## src/rtl/muldiv_sequencer.sv

```systemverilog
// rtl/muldiv_sequencer.sv - launches the mult/div unit, counts its latency and drives the Hi/Lo write enables
// A divide with a zero divisor skips the div unit and issues a one-cycle exception request.
module muldiv_sequencer #(
  parameter int MULT_CYCLES = 32,
  parameter int DIV_CYCLES  = 32,
  parameter int CNT_W       = 6
) (
  input  logic clk,
  input  logic reset,
  input  logic start,
  input  logic op,
  input  logic divisor_zero,
  output logic mult_start,
  output logic div_start,
  output logic busy,
  output logic done,
  output logic hi_write,
  output logic lo_write,
  output logic sel_hilo_src,
  output logic div_zero_exc
);

  typedef enum logic [2:0] {IDLE, MULT_RUN, DIV_RUN, WRITE, EXC} state_t;

  localparam logic [CNT_W-1:0] MULT_LOAD = CNT_W'(MULT_CYCLES - 1);
  localparam logic [CNT_W-1:0] DIV_LOAD  = CNT_W'(DIV_CYCLES - 1);
  localparam logic [CNT_W-1:0] CNT_ONE   = CNT_W'(1);

  state_t           state, state_next;
  logic [CNT_W-1:0] count, count_next;
  logic             first, first_next;
  logic             sel_next;

  always_ff @(posedge clk or posedge reset) begin
    if (reset) begin
      state        <= IDLE;
      count        <= '0;
      first        <= 1'b0;
      sel_hilo_src <= 1'b0;
    end else begin
      state        <= state_next;
      count        <= count_next;
      first        <= first_next;
      sel_hilo_src <= sel_next;
    end
  end

  // first marks the opening cycle of a run state so the unit start pulse lasts one cycle
  always_comb begin
    state_next   = state;
    count_next   = count;
    first_next   = 1'b0;
    sel_next     = sel_hilo_src;
    mult_start   = 1'b0;
    div_start    = 1'b0;
    busy         = 1'b0;
    done         = 1'b0;
    hi_write     = 1'b0;
    lo_write     = 1'b0;
    div_zero_exc = 1'b0;
    case (state)
      IDLE: begin
        if (start) begin
          if (!op) begin
            state_next = MULT_RUN;
            count_next = MULT_LOAD;
            first_next = 1'b1;
            sel_next   = 1'b0;
          end else if (!divisor_zero) begin
            state_next = DIV_RUN;
            count_next = DIV_LOAD;
            first_next = 1'b1;
            sel_next   = 1'b1;
          end else begin
            state_next = EXC;
          end
        end
      end
      MULT_RUN, DIV_RUN: begin
        busy       = 1'b1;
        mult_start = first && (state == MULT_RUN);
        div_start  = first && (state == DIV_RUN);
        if (count == '0) state_next = WRITE;
        else             count_next = count - CNT_ONE;
      end
      WRITE: begin
        busy       = 1'b1;
        done       = 1'b1;
        hi_write   = 1'b1;
        lo_write   = 1'b1;
        state_next = IDLE;
      end
      EXC: begin
        busy         = 1'b1;
        div_zero_exc = 1'b1;
        state_next   = IDLE;
      end
      default: state_next = IDLE;
    endcase
  end

endmodule

```

## config.mk

```make
export PLATFORM = sky130hd
export DESIGN_NAME = muldiv_sequencer
export DESIGN_NICKNAME = d
export VERILOG_FILES = /design/src/rtl/muldiv_sequencer.sv
export SDC_FILE = /design/constraint.sdc
export NUM_CORES = 1
export LEC_CHECK = 0
export ABC_CLOCK_PERIOD_IN_PS = 1850
export CORE_UTILIZATION = 49
export DETAILED_ROUTE_END_ITERATION = 10
export GPL_ROUTABILITY_DRIVEN = 0
export PLACE_DENSITY = 0.76
export SLEW_MARGIN = 20
export SYNTH_ARGS = -nofsm -noshare
export SYNTH_HDL_FRONTEND = slang
export SYNTH_SLANG_ARGS = --single-unit
```

## constraint.sdc

```tcl
create_clock -name clk -period 1.85 [get_ports clk]
set_clock_uncertainty 0.05 [all_clocks]
set_input_delay 0.37 -clock clk [delete_from_list [all_inputs] [get_ports clk]]
set_output_delay 0.37 -clock clk [all_outputs]
set_load 0.02 [all_outputs]
```

==> flow_metrics.tcl <==
set metrics [dict create \
    layout_min_cycle_time_ps 1785 \
    powerDensity_nw_per_um2 1296 \
    gr-total-overflow 0 \
    syn-instance-count 66 \
    insertion_delay_ps 270 \
    grt_max_degree 12 \
    ys_seq_area_share_pct 41.20 \
    dp_worst_setup_slack_ps -134.6 \
    outcome "finished, final reports clean" \
    yosysWarningCount 0 \
    hold_ws_ps 338.0 \
    ir_worst_vdd_mv 0.9429 \
    avgSynthCellArea_sq_um 10.12 \
    ys_ff_latch 11 \
    synth-edff-count 0 \
    diodes 0 \
    cts-root-buf "clkbuf_4" \
    clock_path_buffers 2 \
    dp.cells 96 \
    fin_cells 100 \
    final_layout_size_suffix_gt1_share_pct 20.93 \
    clkSlewWorstSetupHoldPaths_ps 70 \
    ant_nets 0 \
    ff2ff_setup_slack_ps 60 \
    via_count 590 \
    routed_wl_um 1292 \
    ios 13 \
    path_class "flip-flop to flip-flop" \
    synth_fp_nets 73 \
    r2r_start "state[2]" \
    crit_buf_inv 1 \
    antenna_found_initial 0 \
    reg2reg_depth 5 \
    max_freq_mhz 560.1 \
    timing_hold_violations_final 0 \
    io_buffer_count 12 \
    syn_area_sq_um 668.1 \
    nets 94 \
    finalCritPeriodShare_pct 96.50 \
    drt_iter0_markers 21 \
    cp_slowest_cell "or4b_4" \
    cp_top_family "simple AND/OR/NAND/NOR gates" \
    drv_slew 0 \
    drc 0 \
    finalWorstSetupSlack_ps 64.66 \
    die_area_sq_um 1515 \
    finish.utilization_pct 71.84 \
    synthToLayoutAreaGrowth_pct 27.53 \
    synth_cell_types 32 \
    cpPeakStageDelay_ps 550 \
    die_x_um 38.93 \
    worstSetupStartpointType "flip-flop" \
    htree_levels 1 \
    grt_pass1_wl_um 2090 \
    cts_buffers 3 \
    layout_common_cells "11 x dfrtp_1, 7 x nor2_1, 7 x buf_4" \
    ys.flop_type "dfrtp_1" \
    cts_tree "yes" \
    viasPerCell 5.900 \
    arrival_ps 1930 \
    dr.pass1.iters 4 \
    relSlewSlack_pct 71.97 \
    first_global_vias 470 \
    cts_setup_buffers 0 \
    initial_core_util_pct 56.33 \
    finalSetupViolations 0 \
    fp.dieH_um 38.93 \
    r2r-end "count[1]" \
    ys_async_sr_fraction_pct 100.0 \
    ctsHoldBuffers 0 \
    wl_per_cell_um 12.92 \
    worstHoldPathType "input pin to asynchronous set/reset pin" \
    core_area_sq_um 1186 \
    crit_path_cell_trace "buf_4, or4b_4, a21oi_4, or2_4, a2bb2oi_2" \
    num_rows 12 \
    cts.sinks 11 \
    critPathCaptureType "flip-flop" \
    rsz0062_at_grt "no" \
    gr-usage-all-layers_pct 20.29 \
    dp_hpwl_um 956.8 \
    maxCapViolCount 0 \
    cts-resized-gates 7 \
    tightest_slew_ps 420.0 \
    p_leak_nw 0.4000 \
    final_common_cell "dfrtp_1" \
    crit_required_ps 2000 \
    crit_fanout 6 \
]
==> synth_stat cells (all sizes together) (2+ instances only) <==
master | count | area, sq um
dfrtp | 11 | 275.3
nor2 | 7 | 26.28
inv | 5 | 18.77
nor3 | 5 | 30.03
a21oi | 4 | 31.28
buf | 3 | 26.27
nand2 | 3 | 11.26
o22a | 3 | 26.28
a2bb2oi | 2 | 30.03
and2 | 2 | 12.51
ha | 2 | 25.02
nand2b | 2 | 12.51
==> registers in the layout, indices dropped and copies added, names as in the netlist <==
register	cells
count	6
first	1
sel_hilo_src	1
state	3
==> per-layer routing <==
metal	up-vias	track usage [%]	part of all wire (%)
met5	-	0	0
met4	0	5.172	0.62
met3	4	5.202	5.0
met2	19	31.67	46
met1	287	27.74	48
li1	280	-	-
==> kinds of logic after synthesis <==
kind of cell / count (synthesis) / share of synthesized area, %
AOI/OAI and AO/OA: 17 / 22.85
xor gates and xnor gates: 2 / 2.622
adders and majority gates: 2 / 3.745
buffers and inverters: 8 / 6.741
DFF: 11 / 41.20
and+or+nand+nor: 26 / 22.85
==> metrics by stage <==
step	TNS [ps]	total power [mW]	instance area (sq um)
final	0	1.105	852.1
after detailed placement	-642.9	0.9426	832.0
after global placement	-436.4	0.9283	832.0
after floorplan	0	0.7504	668.1
after global routing	0	1.178	852.1
after CTS	0	1.094	849.6
==> worst register-to-register path: stages (launching register included) <==
cell and delay, ps:
dfrtp_1 440, buf_4 180, or4b_4 550, a21oi_4 190, or2_4 190, a2bb2oi_2 130
==> power by group <==
group	total (mW)	internal [mW]	leakage, nW	switching, mW
Sequential	0.402	0.316	0.130	0.0855
Combinational	0.538	0.277	0.255	0.261
Clock	0.165	0.0834	0.0150	0.0813
Total	1.10	0.676	0.400	0.428
==> area by class of cell <==
type                       instances  area (sq um)
tap                               14         17.52
multi-input combinational         47         354.1
timing repair buffer              19         160.2
sequential                        11         275.3
clock buffer                       4         26.28
inverter                           5         18.77
fill                              96         334.1
==> worst max-delay path by stage <==
stage          startpoint   endpoint  slack [ps]  depth (start not counted)
6_report         state[2]   count[1]          60                          5
4_1_cts          state[0]  div_start          40                          3
5_1_grt          state[2]   count[1]         0.5                          5
3_3_place_gp        start   count[5]         -90                          5
2_1_floorplan    count[0]   count[2]         140                          6
3_5_place_dp        start   count[1]        -130                          5
No activity file was read; power rests on OpenSTA's default activity.
